===== src/rtl/pipeline_pkg.sv =====
// Shared definitions for the RV32I pipeline control logic. The forwarding unit imports this package too.
package pipeline_pkg;

    localparam logic [6:0] OP_R      = 7'b0110011;
    localparam logic [6:0] OP_I      = 7'b0010011;
    localparam logic [6:0] OP_LOAD   = 7'b0000011;
    localparam logic [6:0] OP_STORE  = 7'b0100011;
    localparam logic [6:0] OP_BRANCH = 7'b1100011;
    localparam logic [6:0] OP_JALR   = 7'b1100111;
    localparam logic [6:0] OP_JAL    = 7'b1101111;
    localparam logic [6:0] OP_LUI    = 7'b0110111;
    localparam logic [6:0] OP_AUIPC  = 7'b0010111;

    // addi x0, x0, 0
    localparam logic [31:0] NOP = 32'h0000_0013;

    typedef enum logic [1:0] {
        RUN      = 2'd0,
        REDIRECT = 2'd1,
        MEMWAIT  = 2'd2
    } state_t;

    // Opcodes whose rs1 field names a real source register.
    function automatic logic reads_rs1(input logic [6:0] op);
        return (op == OP_R) || (op == OP_I) || (op == OP_LOAD) ||
               (op == OP_STORE) || (op == OP_BRANCH) || (op == OP_JALR);
    endfunction

    // Opcodes whose rs2 field names a real source register.
    function automatic logic reads_rs2(input logic [6:0] op);
        return (op == OP_R) || (op == OP_STORE) || (op == OP_BRANCH);
    endfunction

endpackage


===== src/rtl/pipeline_ctrl_if.sv =====
// Pipeline-side signals seen by the sequencing controller: hazard inputs and stage controls.
interface pipeline_ctrl_if;

    logic [31:0] inst_id;
    logic [31:0] inst_ex;
    logic        mispredict_ex;
    logic        dmem_req;
    logic        dmem_ready;
    logic        pc_en;
    logic        if_id_en;
    logic        id_ex_en;
    logic        ex_mem_en;
    logic        mem_wb_en;
    logic        if_id_flush;
    logic        id_ex_flush;

    // Core datapath side: presents instructions and memory status, obeys enables.
    modport master (
        output inst_id, inst_ex, mispredict_ex, dmem_req, dmem_ready,
        input  pc_en, if_id_en, id_ex_en, ex_mem_en, mem_wb_en, if_id_flush, id_ex_flush
    );

    // Controller side.
    modport slave (
        input  inst_id, inst_ex, mispredict_ex, dmem_req, dmem_ready,
        output pc_en, if_id_en, id_ex_en, ex_mem_en, mem_wb_en, if_id_flush, id_ex_flush
    );

endinterface


===== src/rtl/pipeline_ctrl_load_use_detect.sv =====
// Flags a load in EX whose destination is read by the instruction in ID; forwarding cannot cover it.
module load_use_detect
    import pipeline_pkg::*;
(
    input  logic [31:0] inst_id,
    input  logic [31:0] inst_ex,
    output logic        lu
);

    logic [4:0] ld_rd;
    logic       ex_is_load;
    logic       rs1_hit;
    logic       rs2_hit;
    logic       unused_bits;

    assign ld_rd      = inst_ex[11:7];
    assign ex_is_load = (inst_ex[6:0] == OP_LOAD) && (ld_rd != 5'd0);
    assign rs1_hit    = reads_rs1(inst_id[6:0]) && (inst_id[19:15] == ld_rd);
    assign rs2_hit    = reads_rs2(inst_id[6:0]) && (inst_id[24:20] == ld_rd);
    assign lu         = ex_is_load && (rs1_hit || rs2_hit);

    // Immediate/funct fields play no part in hazard detection.
    assign unused_bits = ^{inst_ex[31:12], inst_id[31:25], inst_id[14:7]};

endmodule


===== src/rtl/pipeline_ctrl.sv =====
// Pipeline sequencing controller: stage enables/flushes, redirect window, memory freeze, debug counters.
//
// state    | meaning
// RUN      | normal flow; mispredict and load-use are acted on
// REDIRECT | IF/ID held flushed while the fetch redirect settles (rcnt cycles left)
// MEMWAIT  | pipe frozen on data memory; ret remembers where to resume
module pipeline_ctrl
    import pipeline_pkg::*;
#(
    parameter int REDIRECT_LAT = 2,
    parameter int MEM_TIMEOUT  = 64,
    parameter int CNT_W        = 16
) (
    input  logic               clk,
    input  logic               rst,
    pipeline_ctrl_if.slave     bus,
    output logic [CNT_W-1:0]   stall_cnt,
    output logic [CNT_W-1:0]   flush_cnt,
    output logic [CNT_W-1:0]   wait_cnt,
    output logic               mem_timeout
);

    localparam int RCNT_W = (REDIRECT_LAT > 1) ? $clog2(REDIRECT_LAT) : 1;
    localparam int RUN_W  = $clog2(MEM_TIMEOUT + 1);

    state_t             state, state_n, ret, ret_n, eff;
    logic [RCNT_W-1:0]  rcnt, rcnt_n;
    logic [RUN_W-1:0]   run_cnt;
    logic               freeze, lu, mp;
    logic               stall_cyc, flush_cyc;
    logic [6:0]         ctl;

    load_use_detect u_lu (
        .inst_id (bus.inst_id),
        .inst_ex (bus.inst_ex),
        .lu      (lu)
    );

    assign mp     = bus.mispredict_ex;
    assign freeze = bus.dmem_req & ~bus.dmem_ready;
    // Once memory releases, the frozen cycle resumes the interrupted state's behaviour.
    assign eff    = (state == MEMWAIT && !freeze) ? ret : state;

    // Mealy stage controls, packed as {pc, if_id, id_ex, ex_mem, mem_wb, if_id_flush, id_ex_flush}.
    always_comb begin
        ctl       = 7'b11111_00;
        stall_cyc = 1'b0;
        flush_cyc = 1'b0;
        if (freeze) begin
            ctl = 7'b00000_00;
        end else if (eff == RUN && mp) begin
            ctl       = 7'b11111_11;
            flush_cyc = 1'b1;
        end else if (eff == RUN && lu) begin
            ctl       = 7'b00111_01;
            stall_cyc = 1'b1;
        end else if (eff == REDIRECT) begin
            ctl = 7'b11111_10;
        end
        if (rst) begin
            ctl = 7'b00000_00;
        end
    end

    assign {bus.pc_en, bus.if_id_en, bus.id_ex_en, bus.ex_mem_en, bus.mem_wb_en,
            bus.if_id_flush, bus.id_ex_flush} = ctl;

    // Next state, return state and redirect countdown.
    always_comb begin
        state_n = state;
        ret_n   = ret;
        rcnt_n  = rcnt;
        if (freeze) begin
            state_n = MEMWAIT;
            if (state != MEMWAIT) begin
                ret_n = state;
            end
        end else if (eff == RUN) begin
            state_n = RUN;
            if (mp && REDIRECT_LAT > 1) begin
                state_n = REDIRECT;
                rcnt_n  = RCNT_W'(REDIRECT_LAT - 1);
            end
        end else if (eff == REDIRECT) begin
            state_n = REDIRECT;
            if (mp) begin
                rcnt_n = RCNT_W'(REDIRECT_LAT - 1);
            end else if (rcnt == RCNT_W'(1)) begin
                state_n = RUN;
            end else begin
                rcnt_n = rcnt - RCNT_W'(1);
            end
        end else begin
            state_n = eff;
        end
    end

    // FSM registers.
    always_ff @(posedge clk or posedge rst) begin
        if (rst) begin
            state <= RUN;
            ret   <= RUN;
            rcnt  <= '0;
        end else begin
            state <= state_n;
            ret   <= ret_n;
            rcnt  <= rcnt_n;
        end
    end

    // Saturating hazard counters.
    always_ff @(posedge clk or posedge rst) begin
        if (rst) begin
            stall_cnt <= '0;
            flush_cnt <= '0;
            wait_cnt  <= '0;
        end else begin
            if (stall_cyc && stall_cnt != '1) stall_cnt <= stall_cnt + CNT_W'(1);
            if (flush_cyc && flush_cnt != '1) flush_cnt <= flush_cnt + CNT_W'(1);
            if (freeze && wait_cnt != '1)     wait_cnt  <= wait_cnt + CNT_W'(1);
        end
    end

    // Consecutive-freeze run length and the sticky timeout flag it drives.
    always_ff @(posedge clk or posedge rst) begin
        if (rst) begin
            run_cnt     <= '0;
            mem_timeout <= 1'b0;
        end else begin
            if (!freeze) begin
                run_cnt <= '0;
            end else if (run_cnt != RUN_W'(MEM_TIMEOUT)) begin
                run_cnt <= run_cnt + RUN_W'(1);
            end
            if (freeze && run_cnt >= RUN_W'(MEM_TIMEOUT - 1)) begin
                mem_timeout <= 1'b1;
            end
        end
    end

endmodule


===== src/flat_wrapper.sv =====
// flat-port wrapper written by rule: the top's interface ports become plain ports
module pipeline_ctrl_flat import pipeline_pkg::*;
#(
    parameter int REDIRECT_LAT = 2,
    parameter int MEM_TIMEOUT  = 64,
    parameter int CNT_W        = 16
)
  (clk, rst, stall_cnt, flush_cnt, wait_cnt, mem_timeout, bus_inst_id, bus_inst_ex, bus_mispredict_ex, bus_dmem_req, bus_dmem_ready, bus_pc_en, bus_if_id_en, bus_id_ex_en, bus_ex_mem_en, bus_mem_wb_en, bus_if_id_flush, bus_id_ex_flush);
  pipeline_ctrl_if bus_i ();
  input  logic clk;
  input  logic rst;
  output logic [CNT_W-1:0] stall_cnt;
  output logic [CNT_W-1:0] flush_cnt;
  output logic [CNT_W-1:0] wait_cnt;
  output logic mem_timeout;
  input wire logic [$bits(bus_i.inst_id)-1:0] bus_inst_id;
  input wire logic [$bits(bus_i.inst_ex)-1:0] bus_inst_ex;
  input wire logic [$bits(bus_i.mispredict_ex)-1:0] bus_mispredict_ex;
  input wire logic [$bits(bus_i.dmem_req)-1:0] bus_dmem_req;
  input wire logic [$bits(bus_i.dmem_ready)-1:0] bus_dmem_ready;
  output wire logic [$bits(bus_i.pc_en)-1:0] bus_pc_en;
  output wire logic [$bits(bus_i.if_id_en)-1:0] bus_if_id_en;
  output wire logic [$bits(bus_i.id_ex_en)-1:0] bus_id_ex_en;
  output wire logic [$bits(bus_i.ex_mem_en)-1:0] bus_ex_mem_en;
  output wire logic [$bits(bus_i.mem_wb_en)-1:0] bus_mem_wb_en;
  output wire logic [$bits(bus_i.if_id_flush)-1:0] bus_if_id_flush;
  output wire logic [$bits(bus_i.id_ex_flush)-1:0] bus_id_ex_flush;
  assign bus_i.inst_id = bus_inst_id;
  assign bus_i.inst_ex = bus_inst_ex;
  assign bus_i.mispredict_ex = bus_mispredict_ex;
  assign bus_i.dmem_req = bus_dmem_req;
  assign bus_i.dmem_ready = bus_dmem_ready;
  assign bus_pc_en = bus_i.pc_en;
  assign bus_if_id_en = bus_i.if_id_en;
  assign bus_id_ex_en = bus_i.id_ex_en;
  assign bus_ex_mem_en = bus_i.ex_mem_en;
  assign bus_mem_wb_en = bus_i.mem_wb_en;
  assign bus_if_id_flush = bus_i.if_id_flush;
  assign bus_id_ex_flush = bus_i.id_ex_flush;
  pipeline_ctrl #(.REDIRECT_LAT(REDIRECT_LAT), .MEM_TIMEOUT(MEM_TIMEOUT), .CNT_W(CNT_W)) u_core (.clk(clk), .rst(rst), .bus(bus_i), .stall_cnt(stall_cnt), .flush_cnt(flush_cnt), .wait_cnt(wait_cnt), .mem_timeout(mem_timeout));
endmodule

===== config.mk =====
export PLATFORM = sky130hd
export DESIGN_NAME = pipeline_ctrl_flat
export DESIGN_NICKNAME = d
export VERILOG_FILES = /design/src/rtl/pipeline_pkg.sv /design/src/rtl/pipeline_ctrl_if.sv /design/src/rtl/pipeline_ctrl_load_use_detect.sv /design/src/rtl/pipeline_ctrl.sv /design/src/flat_wrapper.sv
export SDC_FILE = /design/constraint.sdc
export NUM_CORES = 1
export LEC_CHECK = 0
export CAP_MARGIN = 25
export CORE_MARGIN = 4
export CORE_UTILIZATION = 40
export CTS_CLUSTER_DIAMETER = 60
export CTS_CLUSTER_SIZE = 10
export DETAILED_ROUTE_END_ITERATION = 6
export GPL_ROUTABILITY_DRIVEN = 0
export GPL_TIMING_DRIVEN = 0
export PLACE_DENSITY_LB_ADDON = 0.3
export SYNTH_ARGS = -nofsm -noshare
export SYNTH_HDL_FRONTEND = slang
export SYNTH_HIERARCHICAL = 1
export SYNTH_SLANG_ARGS = --single-unit
export TNS_END_PERCENT = 5

===== constraint.sdc =====
create_clock -name clk -period 1.75 [get_ports clk]
set_input_delay 0.35 -clock clk [delete_from_list [all_inputs] [get_ports clk]]
set_output_delay 0.35 -clock clk [all_outputs]
set_load 0.05 [all_outputs]

==> results_dict.tcl <==
set metrics [dict create \
    status "finished with violations" \
    violations "setup timing" \
    yosysSeqAreaShare 0.4740 \
    final_nets 490 \
    syn_area_sq_um 3221 \
    vias_per_cell 5.117 \
    ys_types 52 \
    io_buffers 89 \
    synth-seq-cells 61 \
    first_pass_iters 6 \
    insertion_delay_ns 0.33 \
    slew-limit-headroom 0.6580 \
    max_freq_mhz 441.2 \
    hold_viol 0 \
    initial_core_util 0.4146 \
    yosysTopAreaCell "dfrtp_1" \
    clockBufferDepth 2 \
    rows 32 \
    avgSynthCellArea_sq_um 10.36 \
    required_ns 1.40 \
    syn_nets 385 \
    async_flop_share 1.000 \
    final_area_sq_um 4568 \
    grt_max_degree 43 \
    placed_cells 503 \
    rsz0062_at_grt "true" \
    dr_total_vias 2671 \
    peakVddDrop_mv 0.4684 \
    io_pins 125 \
    grtUsageTotal 0.1658 \
    numClockSinks 61 \
    slew_violations 0 \
    power_density_nw_per_um2 982.0 \
    area_growth_pct 41.84 \
    die_h_microns 97.73 \
    antenna_left 0 \
    synth_edf_count 0 \
    core_sq_um 7767 \
    die_width_microns 97.73 \
    grt_pass1_vias 2869 \
    finClkSkew_ns 0.009454 \
    fin_ws_ns -0.5167 \
    cts_tree "done" \
    critPathLaunchType "primary input" \
    worst_pin_slew_ns 0.5151 \
    final_common_cell "dfrtp_1" \
    cts-buffers-inserted 9 \
    crit_start "bus_inst_id[20]" \
    synth_flop_cell "dfrtp_1" \
    leakage_nw 2.195 \
    r2r_start "u_core/stall_cnt[3]" \
    fin_util 0.5881 \
    synthMuxAreaShare 0.01981 \
    synth_compound_area_frac 0.06371 \
    synth_warnings 6 \
    clk_pin_slew_ns 0.07 \
    dieArea_sq_um 9551 \
    cts_max_level 3 \
    yosys-top-cells-area "dfrtp_1 (47%), xnor2_1 (7.9%), xor2_1 (6.8%)" \
    placed_area_sq_um 4295 \
    synthCells 311 \
    ctsHoldBuffers 0 \
    grt_pass1_wl_microns 13260 \
    synthAdderAreaFrac 0.01943 \
    fillers 686 \
    cap_violations 0 \
    root_buffer "clkbuf_8" \
    wirelength_microns 7613 \
    crit_type "primary input to primary output" \
    crit_fanout 3 \
    finalSetupViolCount 20 \
    synth_top_area_frac 0.4740 \
    cp-end-kind "primary output" \
    synth_top_family_by_area "simple AND/OR/NAND/NOR gates" \
    dp_hpwl_microns 5482 \
    drive_gt1_frac 0.2214 \
    min_period_ns 2.267 \
    post_synth_and_or_nand_nor_area_fraction 0.2479 \
    synth_xor_area_frac 0.1469 \
    cp.arrival_ns 1.92 \
    wl_per_cell_microns 14.58 \
    timing.final.crit_share 1.295 \
    overflow 0 \
    most-common-layout-cells "dfrtp_1 (61), dlygate4sd2_1 (60), nand2_1 (31)" \
    hp-class "primary input to async pin" \
    antenna_found_initial 0 \
    drt_drc_violations_left 0 \
    stdcell_count 522 \
    drtIter0Drc 83 \
    n_antenna_cell 0 \
]
[registers in the layout (all words and copies together) (netlist names)]
name / flops
u_core/flush_cnt: 16
u_core/stall_cnt: 16
u_core/wait_cnt: 16
u_core/run_cnt: 7
u_core/ret: 2
u_core/state: 2
u_core/mem_timeout: 1
u_core/rcnt: 1
[where the power goes]
group	switching, W	internal [W]	leakage, nW
combinational	0.000990	0.000489	1.30
clock	0.000542	0.000642	0.0919
sequential	0.000236	0.00159	0.806
total	0.00177	0.00272	2.19
[critical path, stage by stage]
cell and delay (ns):
buf_6 0.09, xor2_1 0.15, nor4_1 0.29, nand2_1 0.14
a221oi_4 0.34, buf_4 0.17, a311oi_4 0.08, buf_4 0.16
buf_8 0.14
[synthesized netlist by cell type, drive strengths merged, types with 2 or more instances]
cell,n
xor2,25
nand3,18
nor2,29
a21o,2
o21ai,4
nor3,9
buf,5
xnor2,29
dfrtp,61
and4,4
a211oi,2
nand2,31
nor4,6
a31oi,3
nor4b,2
or3,2
and3,9
nand2b,2
nor2b,2
clkbuf,3
a21oi,11
and4b,2
ha,5
inv,11
nand4,19
mux2,5
[timing repair]
| item | 4_1_cts | 5_1_grt |
|---|---|---|
| pin swaps | 31 | 13 |
| endpoints found under the hold margin | 0 | 0 |
| buffers inserted | 3 | 1 |
| resized for setup | 188 | 25 |
| endpoints found under the setup margin | 87 | 36 |
[path summary, 6_finish.rpt]
path	slack (ns)	cells past startpoint	endpoint
min reg2reg	0.47	1	u_core/mem_timeout
max reg2reg	-0.06	4	u_core/stall_cnt[1]
max	-0.52	9	bus_pc_en
min in group clk	0.47	1	u_core/mem_timeout
min	0.30	2	u_core/flush_cnt[13]
max in group asynchronous	0.87	3	u_core/run_cnt[3]
[cell type report]
type / count / area, sq um / area share
multi-input cells: 231 / 1807 / 0.3955
repair buffers: 94 / 824.5 / 0.1805
well taps: 102 / 127.6 / 0.02794
plain buffers: 8 / 61.31 / 0.01342
clock inverters: 5 / 52.55 / 0.01150
inverters: 11 / 41.29 / 0.009039
clock buffers: 10 / 127.6 / 0.02794
flip-flops and latches: 61 / 1526 / 0.3342
[cells by family after synthesis]
group                    Yosys count
adder cells (fa/ha/maj)            5
multiplexers                       5
XOR/XNOR                          54
AO/OA/AOI/OAI                     29
buffers and inverters             19
flip-flops                        61
AND/OR/NAND/NOR                  138
[routing by layer]
| layer | wire [microns] | GRT usage |
|---|---|---|
| met5 | 0 | 0 |
| met4 | 97 | 0.04899 |
| met3 | 498 | 0.06071 |
| met2 | 3508 | 0.2630 |
| met1 | 3509 | 0.2132 |
[stage by stage]
step | power, W | hold slack, ns | setup TNS (ns) | setup WS (ns)
final | 0.004486 | 0.3004 | -7.047 | -0.5167
after global routing | 0.004734 | 0.3141 | -9.750 | -0.6116
after CTS | 0.004496 | 0.2887 | -7.610 | -0.4634
after detailed placement | 0.003360 | 0.4659 | -40.87 | -1.489
after global placement | 0.003330 | 0.4614 | -127.07 | -1.484
after floorplan | 0.002802 | 0.4350 | -15.34 | -0.5420
Power figures use the tool's default switching activity.
